$ cat src/rtl/best_1ofn_pipe.sv
// Best-of-NPAT pattern sorter: candidates are qualified against a threshold, then reduced
// by a compare-by-twos tree whose per-stage registers are chosen with PIPE_MASK.
module best_1ofn_pipe #(
  parameter int unsigned NPAT      = 32,
  parameter int unsigned MXPATB    = 7,
  parameter int unsigned MXPATC    = 8,
  parameter int unsigned SORT_HI   = 6,
  parameter int unsigned SORT_LO   = 1,
  parameter int unsigned MXKEYB    = $clog2(NPAT),
  parameter logic [31:0] PIPE_MASK = 32'b01000
) (
  input  logic                       clock,
  input  logic                       reset,
  input  logic                       vld_in,
  input  logic [SORT_HI-SORT_LO:0]   thresh,
  input  logic [NPAT*MXPATB-1:0]     pat_in,
  input  logic [NPAT*MXPATC-1:0]     carry_in,
  output logic [MXPATB-1:0]          best_pat,
  output logic [MXKEYB-1:0]          best_key,
  output logic [MXPATC-1:0]          best_carry,
  output logic                       best_vld,
  output logic [MXKEYB:0]            nqual
);

  localparam int unsigned NST = $clog2(NPAT);
  localparam int unsigned FW  = SORT_HI - SORT_LO + 1;
  localparam int unsigned NQW = MXKEYB + 1;

  typedef struct packed {
    logic [MXPATB-1:0] pat;
    logic [MXPATC-1:0] carry;
    logic [FW-1:0]     s;
    logic              q;
    logic [MXKEYB-1:0] key;
  } elem_t;

  elem_t           in_e [NPAT];
  logic [NPAT-1:0] in_q;
  logic [NQW-1:0]  in_nq;

  always_comb begin
    in_nq = '0;
    for (int k = 0; k < NPAT; k++) begin
      in_q[k]        = vld_in && (pat_in[k*MXPATB+SORT_LO +: FW] >= thresh);
      in_e[k].pat    = pat_in[k*MXPATB +: MXPATB];
      in_e[k].carry  = carry_in[k*MXPATC +: MXPATC];
      in_e[k].s      = in_q[k] ? pat_in[k*MXPATB+SORT_LO +: FW] : '0;
      in_e[k].q      = in_q[k];
      in_e[k].key    = '0;
      in_nq          = in_nq + NQW'(in_q[k]);
    end
  end

  for (genvar s = 0; s < NST; s++) begin : g_st
    localparam int unsigned NO = NPAT >> (s + 1);

    elem_t          i_e [2*NO];
    logic [NQW-1:0] i_nq;
    logic           i_vld;
    elem_t          c_e [NO];
    elem_t          o_e [NO];
    logic [NQW-1:0] o_nq;
    logic           o_vld;

    if (s == 0) begin : g_src
      assign i_e   = in_e;
      assign i_nq  = in_nq;
      assign i_vld = vld_in;
    end else begin : g_src
      assign i_e   = g_st[s-1].o_e;
      assign i_nq  = g_st[s-1].o_nq;
      assign i_vld = g_st[s-1].o_vld;
    end

    // Odd element must be strictly larger, so ties keep the lower key.
    always_comb begin
      for (int i = 0; i < NO; i++) begin
        if (i_e[2*i+1].s > i_e[2*i].s) begin
          c_e[i]        = i_e[2*i+1];
          c_e[i].key[s] = 1'b1;
        end else begin
          c_e[i] = i_e[2*i];
        end
      end
    end

    if (PIPE_MASK[s]) begin : g_reg
      always_ff @(posedge clock) begin
        if (reset) begin
          for (int i = 0; i < NO; i++) o_e[i] <= '0;
          o_nq  <= '0;
          o_vld <= 1'b0;
        end else begin
          o_e   <= c_e;
          o_nq  <= i_nq;
          o_vld <= i_vld;
        end
      end
    end else begin : g_wire
      assign o_e   = c_e;
      assign o_nq  = i_nq;
      assign o_vld = i_vld;
    end
  end

  elem_t          fin;
  logic [NQW-1:0] fin_nq;
  logic           fin_vld;
  logic           win;
  logic           unused_fin_s;

  assign fin          = g_st[NST-1].o_e[0];
  assign fin_nq       = g_st[NST-1].o_nq;
  assign fin_vld      = g_st[NST-1].o_vld;
  assign win          = fin_vld & fin.q;
  assign unused_fin_s = ^fin.s;

  always_ff @(posedge clock) begin
    if (reset) begin
      best_pat   <= '0;
      best_key   <= '0;
      best_carry <= '0;
      best_vld   <= 1'b0;
      nqual      <= '0;
    end else begin
      best_pat   <= win ? fin.pat   : '0;
      best_key   <= win ? fin.key   : '0;
      best_carry <= win ? fin.carry : '0;
      best_vld   <= win;
      nqual      <= win ? fin_nq    : '0;
    end
  end

endmodule
$ cat config.mk
export PLATFORM = sky130hd
export DESIGN_NAME = best_1ofn_pipe
export DESIGN_NICKNAME = d
export VERILOG_FILES = /design/src/rtl/best_1ofn_pipe.sv
export SDC_FILE = /design/constraint.sdc
export NUM_CORES = 1
export LEC_CHECK = 0
export ABC_AREA = 1
export CAP_MARGIN = 10
export CELL_PAD_IN_SITES_DETAIL_PLACEMENT = 2
export CELL_PAD_IN_SITES_GLOBAL_PLACEMENT = 2
export CORE_ASPECT_RATIO = 1.75
export CORE_MARGIN = 1
export CORE_UTILIZATION = 26
export DETAILED_ROUTE_END_ITERATION = 8
export PLACE_DENSITY = 0.94
export SLEW_MARGIN = 0
export SYNTH_ARGS = -nofsm -noshare
export SYNTH_HDL_FRONTEND = slang
export SYNTH_SLANG_ARGS = --single-unit
$ cat constraint.sdc
create_clock -name clock -period 11.5 [get_ports clock]
set_input_delay 2.3 -clock clock [delete_from_list [all_inputs] [get_ports clock]]
set_output_delay 2.3 -clock clock [all_outputs]
set_load 0.005 [all_outputs]
==> summary.txt, run 1 <==
Timing
  • Maximum clock rate: between 80 and 90 MHz
  • Final Cycle Share: between 90% and 100%
  • Layout Skew: ~0.012 ns
  • Hold_ws: 0.4192 ns
  • Setup tns final: 0 ns
  • Final setup margin: between 0.2 and 0.3 ns
  • Minimum clock period: 11.23 ns
  • Worst slew pin tran: about 0.8 ns
  • Slew Limit Fails: 0
  • Final setup vio count: 0
  • Relative slew slack: 46.84%
  • Hold Fails Final Rpt: 0

Detailed routing
  • Via/cell ratio: ~5.4
  • Post-Route WL: approximately 120000 um
  • # DRC: 0
  • Vias: between 20000 and 30000
  • DRT iter0 DRCs: around 990
  • Drt wl/cell: ~24 um
  • DRT antenna net count: 0
  • Drt first pass iters: 6

Yosys
  • Cell variety after synth: 51
  • Yosys reg bits: between 80 and 90
  • Seq/Total Area, Yosys: 8.541%
  • Async SR Flop Fraction: 0%
  • Post-Syn Area: about 20000 um2
  • Top cell type's share of synthesized area: 22.66%
  • Synth area leaders: ha_1 23%, nand2_1 17%, inv_1 8.7%
  • Post-synth EDFFs: 0
  • Post-Syn Instances: ~3400
  • Synth Area per Inst: 5.967 um2
  • Syn nets: 4256
  • Synth warn: 0
  • Prevailing post-synth register cell: dfxtp_1
  • Dominant cell type by area after synthesis: ha_1

Final layout
  • Post-route core utilization: a little over a third
  • Layout Cells excl Fill: 4886
  • Share of layout cells above drive strength 1: about 5%
  • Final nets: 4735
  • Fillers: approximately 9600
  • Area grow syn2layout: 34.09%

Power and ir drop
  • Comb pwr share: approximately nine tenths
  • Sw Ratio: 65.87%
  • Int Power: ~3.1 mW
  • LEAKAGE: approximately 14 nW
  • Clk network pwr share: under 10%
  • VDD IR max: 0.4704 mV
  • Net switching power figure: between 6 and 7 mW
  • Reg power frac: about 5.6%
  • Pwr per Cell Area: about 340 nW/um2

Global routing
  • Initial antenna violation count: 9
  • Vias in the first global route: a little under 30000
  • Gr usage total: 29.36%
  • GRT met3 Usage: under 10%
  • Gr ovfl total: 0
  • GRT Max-Usage Layer: met2
  • Grt met1 use: about a third
  • First-pass GRT wire length: 174100 um
  • Met2 usage: ~55%
  • Largest net degree at the start of global routing: 31

Clock network
  • CTS root buffer: clkbuf_16
  • Clock transition at path regs: 0.07 ns
  • H-tree depth: 3
  • Num CTS Buffers: 9
  • CTS tree: done
  • Worst-Skew Late Latency: about 0.37 ns
  • # clock sinks: 86
  • Number of buffers on the longest clock path: 2
  • Hold buffer count at cts: 0

Worst setup path
  • CP max stage delay: 0.66 ns
  • Critical Path Most Common Cell: nand2_1
  • Critical setup path kind: input pin to flip-flop
  • CP startpoint kind: input pin
  • Critical Path Sink Type: flip-flop
  • CP bufs+invs: 14
  • Largest delay share family, worst path: simple AND/OR/NAND/NOR gates
  • Worst Path Required: approximately 12 ns
  • Worst-path fanout max: 23
  • Critical path arrival: between 10 and 15 ns
  • Slowest CP cell: o21ai_0

Floorplanning
  • Die ar.: between 70000 and 80000 um2
  • Row count: 134
  • Die Y: roughly 370 um
  • Core Box Area: ~76000 um2
  • Die W: between 200 and 250 um
  • Starting Density: 26.37%
  • Io pins: approximately 520

Placement
  • Placed instance count: about 5000
  • Detailed Place HPWL: ~100000 um
  • Final Wtd Congestion: ~1
  • Port Buf Inserts: just over 500
  • Pre-CTS setup slack: -0.1575 ns

Worst hold path
  • Hold Crit Class: flip-flop to flip-flop

Flow run
  • # Max-Cap Violations: 0

Run status
  • Status: finished clean
## cell usage in the layout, fill, tap and decap left out, types with 5 or more instances in the layout
master / count
o22ai_1: 44
inv_2: 8
nand3b_1: 5
nor2_2: 7
a21oi_1: 136
o221ai_1: 13
clkbuf_16: 9
clkdlybuf4s50_1: 513
o21ai_1: 17
nand2_1: 909
or2_2: 9
fa_1: 24
nand4_1: 28
inv_1: 460
o21bai_1: 21
ha_1: 365
clkinvlp_4: 11
o21a_1: 26
nand3_1: 330
buf_4: 73
o2111ai_1: 32
o21ai_0: 250
o211ai_1: 53
nor2_1: 289
nand2_2: 19
dfxtp_1: 86
and2_1: 6
mux2_2: 27
mux2i_1: 27
a21boi_0: 7
## path summary, 6_finish.rpt
kind / endpoint / slack (ns) / cells past startpoint / startpoint
max reg2reg: best_pat[1] / 7.85 / 12 / g_st[3].o_e[35]
min reg2reg: nqual[2] / 0.42 / 2 / fin_nq[2]
min: nqual[2] / 0.42 / 2 / fin_nq[2]
max: g_st[3].o_e[2] / 0.27 / 51 / thresh[2]
## logic make-up after synthesis
logic type               share of synthesized area (%)
AO/OA/AOI/OAI                                    18.09
adder cells (fa/ha/maj)                          25.04
buffers and inverters                            11.68
flip-flops                                       8.541
multiplexers                                     2.849
AND/OR/NAND/NOR                                  33.80
## area by class of cell
| type | instances | area (um2) | area share, % |
|---|---|---|---|
| Multi-Input combinational cell | 2687 | 16130 | 59.66 |
| Clock buffer | 10 | 229.0 | 0.8471 |
| Antenna cell | 4 | 10.01 | 0.03703 |
| Clock inverter | 6 | 47.55 | 0.1759 |
| Inverter | 479 | 1824 | 6.749 |
| Timing Repair Buffer | 594 | 5796 | 21.44 |
| Sequential cell | 86 | 1722 | 6.369 |
| Tap cell | 1020 | 1276 | 4.722 |
## power groups by stage
stage / clock, mW / combinational [mW] / sequential (mW)
detailed placement: 0 / 8.03 / 0.514
CTS: 0.290 / 8.17 / 0.508
finish: 0.288 / 8.34 / 0.510
global placement: 0 / 7.64 / 0.511
global route: 0.300 / 8.97 / 0.510
floorplan: 0 / 4.89 / 0.479
## per-stage QoR
stage                     instance area (um2)  total power, mW
after floorplan                         20160            5.371
after CTS                               26940            8.965
after global placement                  26670            8.150
final                                   27030            9.140
after detailed placement                26670            8.548
after global routing                    27020            9.783
## sequential cells by signal, summed over array words and instances, names as in the netlist
signal and flops:
best_carry 8, best_key 5, best_pat 7, best_vld 1
fin_nq 6, fin_vld 1, g_st.o_e 52, nqual 6
## synthesized netlist by cell type, drive strengths merged, types with 38 or more instances
master  instances
nand2         930
inv           474
ha            365
nand3         335
nor2          298
o21ai         268
a21oi         138
clkbuf         88
dfxtp          86
o211ai         54
o22ai          44
buf            38
## worst min-delay path: stages (launching register included)
cell and delay (ns):
dfxtp_1 0.30, inv_1 0.04, nor2_1 0.04
## per-layer routing
layer | vias up | share of wire, %
met1 | 12913 | 39
met5 | - | 0
li1 | 12207 | -
met2 | 815 | 51
met3 | 304 | 3.9
met4 | 0 | 6.2
## repair_timing
item | in CTS | in global routing
buffers inserted | 0 | 3
endpoints found under the setup margin | 0 | 50
resized for setup | 0 | 21
Note: power is estimated with default switching activity, not from simulation.
==> run 2: changes to the inputs <==
--- a/config.mk
+++ b/config.mk
@@ -6,14 +6,14 @@
 export NUM_CORES = 1
 export LEC_CHECK = 0
 export ABC_AREA = 1
-export CAP_MARGIN = 10
+export CAP_MARGIN = 20
 export CELL_PAD_IN_SITES_DETAIL_PLACEMENT = 2
 export CELL_PAD_IN_SITES_GLOBAL_PLACEMENT = 2
 export CORE_ASPECT_RATIO = 1.75
 export CORE_MARGIN = 1
-export CORE_UTILIZATION = 26
+export CORE_UTILIZATION = 28
 export DETAILED_ROUTE_END_ITERATION = 8
-export PLACE_DENSITY = 0.94
+export PLACE_DENSITY = 0.95
 export SLEW_MARGIN = 0
 export SYNTH_ARGS = -nofsm -noshare
 export SYNTH_HDL_FRONTEND = slang
==> constraint.sdc (replaced) <==
create_clock -name clock -period 13.02 [get_ports clock]
set_input_delay 2.604 -clock clock [delete_from_list [all_inputs] [get_ports clock]]
set_output_delay 2.604 -clock clock [all_outputs]
set_load 0.005 [all_outputs]
==> summary.txt, run 2 (synthesized netlist as in run 1, its figures left out) <==
Final layout
  • Biggest register: g_st.o_e
  • Final nets: about 4700
  • Area of the multi-input gates: 16110 um2
  • Most frequent cells in the layout: 914 x nand2_1, 513 x clkdlybuf4s50_1, 466 x inv_1
  • Area grow syn2layout: 32.00%
  • Largest register FFs: between 50 and 60
  • Biggest regs: g_st.o_e (52), best_carry (8), best_pat (7)
  • Share of layout cells above drive strength 1: under 10%
  • Fillers: a little under 9000
  • Post-route core utilization: between 30% and 40%
  • Seq. cell area: roughly 1700 um2
  • Commonest non-fill, non-tap cell in the layout: nand2_1

Timing
  • Hold Fails Final Rpt: 0
  • Relative slew slack: roughly a third
  • Setup tns final: 0 ns
  • Slew Limit Fails: 0
  • Maximum clock rate: a little over 80 MHz
  • Worst slew pin tran: between 0.9 and 1 ns
  • Minimum clock period: 12.19 ns
  • Final setup vio count: 0
  • Final Cycle Share: ~94%
  • RSZ-0062 raised after global routing: no
  • Layout Skew: 0.01300 ns
  • Final setup margin: ~0.83 ns

Worst setup path
  • Critical Path Sink Type: flip-flop
  • FF-to-FF Start: g_st[3].o_e[34]
  • Worst R2R End: best_carry[5]
  • R2R depth: 12
  • Largest delay share family, worst path: compound AO/OA/AOI/OAI gates
  • Critical setup path kind: input pin to flip-flop
  • Crit path launch: thresh[1]
  • Crit path to: g_st[3].o_e[40]
  • Critical path arrival: 12.43 ns
  • CP bufs+invs: 10
  • Slowest CP cell: nand3_1
  • Worst-path fanout max: 28
  • Flop2flop setup slack: 9.22 ns
  • CP startpoint kind: input pin
  • Critical Path Most Common Cell: nand2_1
  • Worst Path Required: ~13 ns
  • CP max stage delay: ~0.55 ns
  • WP depth: between 40 and 50

Placement
  • Final Wtd Congestion: 0.9897
  • Pre-CTS setup slack: 0.5243 ns
  • Port Buf Inserts: a little over 500
  • Detailed Place HPWL: 101800 um

Floorplanning
  • Die ar.: between 70000 and 80000 um2
  • Io pins: roughly 520
  • Die Y: ~360 um
  • Row count: 129
  • Starting Density: about 28%
  • Core Box Area: 71020 um2
  • Die W: about 200 um

Detailed routing
  • # DRC: 0
  • Vias: 25971
  • DRT iter0 DRCs: ~1200
  • DRT antenna net count: 0
  • Post-Route WL: approximately 120000 um
  • Drt wl/cell: 24.62 um
  • Via/cell ratio: 5.465
  • Drt first pass iters: 5

Clock network
  • # clock sinks: 86
  • Post-CTS sizing: 0
  • Number of buffers on the longest clock path: 2
  • Worst-Skew Late Latency: 0.35 ns
  • Num CTS Buffers: 9
  • CTS root buffer: clkbuf_16
  • CTS tree: done
  • # Post-CTS Setup Buffers: 0
  • Hold buffer count at cts: 0
  • Clock transition at path regs: approximately 0.07 ns
  • H-tree depth: 3

Power and ir drop
  • Net switching power figure: between 5 and 6 mW
  • Pwr Total: roughly 7.6 mW
  • Comb pwr share: between 90% and 100%
  • Reg power frac: about 5.8%
  • Int Power: around 2.6 mW
  • Pwr per Cell Area: roughly 290 nW/um2
  • VDD IR max: 0.4288 mV
  • LEAKAGE: about 14 nW
  • Sw Ratio: approximately two thirds
  • Clk network pwr share: roughly 3.6%

Global routing
  • Vias in the first global route: roughly 29000
  • Largest net degree at the start of global routing: 36
  • Initial antenna violation count: 6
  • Gr ovfl total: 0
  • Gr usage total: 31.29%
  • First-pass GRT wire length: roughly 170000 um

Flow run
  • # Max-Cap Violations: 0

Worst hold path
  • Hold Crit Class: flip-flop to flip-flop

Run status
  • Status: finished clean
-- run 2: final cells by class --
cell class                 instances  area share [%]
inverter                         479           6.757
clock inverter                     7          0.3056
timing repair buffer             561           20.73
clock buffer                       9          0.8464
sequential                        86           6.470
antenna                            6         0.05643
tap                              917           4.312
multi-input combinational       2687           60.53
-- run 2: worst min path at each step --
stage / slack, ns / startpoint / endpoint / depth (start not counted)
2_1_floorplan: 0.39 / fin_nq[0] / nqual[0] / 2
3_3_place_gp: 0.40 / fin_nq[1] / nqual[1] / 2
3_5_place_dp: 0.41 / fin_nq[0] / nqual[0] / 2
4_1_cts: 0.42 / fin_nq[0] / nqual[0] / 2
5_1_grt: 0.45 / fin_nq[0] / nqual[0] / 2
6_report: 0.42 / fin_nq[0] / nqual[0] / 2
-- run 2: power by group through the flow --
stage | registers, mW | clock network, mW | logic [mW]
after floorplan | 0.423 | 0 | 4.32
after global routing | 0.447 | 0.286 | 7.54
after CTS | 0.444 | 0.274 | 6.83
final | 0.445 | 0.275 | 6.93
after global placement | 0.449 | 0 | 6.38
after detailed placement | 0.450 | 0 | 6.77
-- run 2: worst min-delay path, delay by kind of cell (launching register included) --
family                 cells  cell delay [ns]
buffers and inverters      1             0.04
DFF                        1             0.30
and+or+nand+nor            1             0.04
-- run 2: per-stage QoR --
stage	instances	cell area, um2	hold WS, ns
after CTS	4746	26590	0.4213
after global routing	4750	26600	0.4484
after floorplan	3378	20160	0.3936
final	4752	26610	0.4186
after global placement	4730	26290	0.4048
after detailed placement	4730	26290	0.4074
-- run 2: per-layer routing --
layer | wire length [um] | part of all wire (%) | track usage (%)
met1 | 44950 | 38 | 34.02
met2 | 58550 | 50 | 56.95
met3 | 5476 | 4.7 | 3.981
met4 | 8009 | 6.8 | 19.03
met5 | 0 | 0 | 0
==> run 3: changes to the inputs <==
--- a/config.mk
+++ b/config.mk
@@ -10,9 +10,10 @@
 export CELL_PAD_IN_SITES_DETAIL_PLACEMENT = 2
 export CELL_PAD_IN_SITES_GLOBAL_PLACEMENT = 2
 export CORE_ASPECT_RATIO = 1.75
-export CORE_MARGIN = 1
+export CORE_MARGIN = 4
 export CORE_UTILIZATION = 28
 export DETAILED_ROUTE_END_ITERATION = 8
+export MAX_ROUTING_LAYER = met4
 export PLACE_DENSITY = 0.95
 export SLEW_MARGIN = 0
 export SYNTH_ARGS = -nofsm -noshare
==> summary.txt, run 3 (synthesized netlist as in run 1, its figures left out) <==
Timing
  • Relative slew slack: between 20 and 30%
  • Hold Fails Final Rpt: 0
  • Worst slew pin tran: between 1 and 1.5 ns
  • Final setup margin: about 0.7 ns
  • Final Cycle Share: between 90% and 100%
  • Layout Skew: between 0.01 and 0.015 ns
  • Final setup vio count: 0
  • Slew Limit Fails: 0
  • Maximum clock rate: roughly 81 MHz
  • RSZ-0062 raised after global routing: no
  • Minimum clock period: around 12 ns
  • Setup tns final: 0 ns

Global routing
  • Initial antenna violation count: 9
  • GRT met3 Usage: about 3.4%
  • Gr usage total: between 30% and 40%
  • Met2 usage: between 50 and 60%
  • First-pass GRT wire length: 177100 um
  • GRT Max-Usage Layer: met2
  • Vias in the first global route: a little under 30000
  • Gr ovfl total: 0
  • Largest net degree at the start of global routing: 36
  • Grt met1 use: between 30% and 40%

Worst setup path
  • Crit path to: g_st[3].o_e[28]
  • Worst-path fanout max: 35
  • Critical setup path kind: input pin to flip-flop
  • Critical Path Sink Type: flip-flop
  • Flop2flop setup slack: a little over 9 ns
  • CP max stage delay: ~0.50 ns
  • R2R depth: 12
  • Critical Path Most Common Cell: nand2_1
  • CP startpoint kind: input pin
  • Crit path launch: thresh[1]
  • Slowest CP cell: clkdlybuf4s50_1
  • Worst R2R End: best_carry[7]
  • FF-to-FF Start: g_st[3].o_e[34]
  • Critical path arrival: about 13 ns
  • Worst Path Required: between 10 and 15 ns

Detailed routing
  • Drt first pass iters: 5
  • DRT iter0 DRCs: 1539
  • DRT antenna net count: 0
  • Vias: 26363
  • Post-Route WL: around 120000 um
  • Drt wl/cell: 25.43 um
  • # DRC: 0
  • Via/cell ratio: 5.542

Floorplanning
  • Die Y: 362.9 um
  • Die ar.: about 77000 um2
  • Die W: 210.8 um
  • Core Box Area: 71020 um2
  • Starting Density: about 28%
  • Row count: about 130
  • Io pins: about 520

Final layout
  • Layout Cells excl Fill: between 4000 and 5000
  • Biggest register: g_st.o_e
  • Fillers: 8773
  • Post-route core utilization: between 30% and 40%
  • Final nets: around 4700
  • Largest register FFs: 52
  • Most frequent cells in the layout: 912 x nand2_1, 513 x clkdlybuf4s50_1, 462 x inv_1
  • Commonest non-fill, non-tap cell in the layout: nand2_1
  • Share of layout cells above drive strength 1: 4.250%
  • Biggest regs: g_st.o_e (52), best_carry (8), best_pat (7)
  • Area grow syn2layout: 32.56%

Clock network
  • Num CTS Buffers: 9
  • Number of buffers on the longest clock path: 2
  • Clock transition at path regs: approximately 0.070 ns
  • CTS tree: done
  • H-tree depth: 3
  • Worst-Skew Late Latency: approximately 0.37 ns
  • CTS root buffer: clkbuf_16
  • # clock sinks: 86

Power and ir drop
  • VDD IR max: 0.4481 mV
  • Int Power: 2.636 mW
  • Comb pwr share: 90.2%
  • Reg power frac: 5.8%
  • Clk network pwr share: around 4.0%
  • Sw Ratio: 66.47%
  • LEAKAGE: around 14 nW
  • Pwr per Cell Area: ~290 nW/um2
  • Net switching power figure: between 5 and 6 mW

Run status
  • Status: finished clean

Placement
  • Final Wtd Congestion: between 0.9 and 1
  • Port Buf Inserts: 515
  • Detailed Place HPWL: between 100000 and 150000 um
  • Placed instance count: 4732
  • Pre-CTS setup slack: 0.1725 ns

Worst hold path
  • Hold Crit Class: flip-flop to flip-flop
  • Worst hold path depth: 2

Flow run
  • # Max-Cap Violations: 0
==> run 3: changes by cell type in the layout (fill, tap and decap cells not counted), sizes merged <==
| cell | delta |
|---|---|
| clkinvlp | +3 |
| diode | -1 |
| bufinv | +1 |
| buf | +5 |
| inv | -3 |
==> run 3: how the worst min path moves through the flow <==
stage | from | to | slack [ns]
floorplan | fin_nq[0] | nqual[0] | 0.39
global placement | fin_nq[3] | nqual[3] | 0.41
detailed placement | fin_nq[2] | nqual[2] | 0.42
CTS | fin_nq[2] | nqual[2] | 0.42
global route | fin_nq[2] | nqual[2] | 0.44
finish | fin_nq[2] | nqual[2] | 0.42
==> run 3: what timing repair did <==
item / 4_1_cts / 5_1_grt
hold buffers: 0 / 0
resized for setup: 0 / 9
endpoints found under the setup margin: 0 / 49
buffers inserted: 0 / 3
hold endpoints to repair: 0 / 0
==> run 3: area by class of cell <==
type	count	area, um2	share of cell area [%]
diodes	5	12.51	0.04682
clock buffers	9	225.2	0.8428
clock inverters	7	113.9	0.4261
inverters	479	1817	6.799
multi-input cells	2687	16110	60.30
flip-flops and latches	86	1722	6.443
well taps	917	1147	4.294
repair buffers	566	5565	20.83
repair inverters	1	5.005	0.01873
==> run 3: power groups by stage <==
stage | logic [mW] | registers [mW] | clock network (mW)
final | 7.09 | 0.453 | 0.314
after global routing | 7.70 | 0.453 | 0.324
after CTS | 6.95 | 0.451 | 0.312
after detailed placement | 6.83 | 0.454 | 0
after global placement | 6.32 | 0.453 | 0
after floorplan | 4.32 | 0.423 | 0
==> run 3: metal layers <==
layer / vias up / wire (um)
li1: 12144 / -
met4: 0 / 8109
met5: - / 0
met1: 12946 / 46050
met2: 932 / 61030
met3: 341 / 5801
==> run 3: critical path: cells and delay by family <==
kind | cells | cell delay [ns]
adders and majority gates | 5 | 1.32
and+or+nand+nor | 20 | 3.56
buffers and inverters | 12 | 2.28
AOI/OAI and AO/OA | 14 | 2.78
==> run 3: through the flow <==
stage | area [um2] | power (mW) | hold slack, ns
floorplan | 20160 | 4.744 | 0.3936
global placement | 26300 | 6.776 | 0.4051
detailed placement | 26300 | 7.282 | 0.4160
CTS | 26640 | 7.709 | 0.4225
global route | 26720 | 8.476 | 0.4383
finish | 26720 | 7.862 | 0.4210
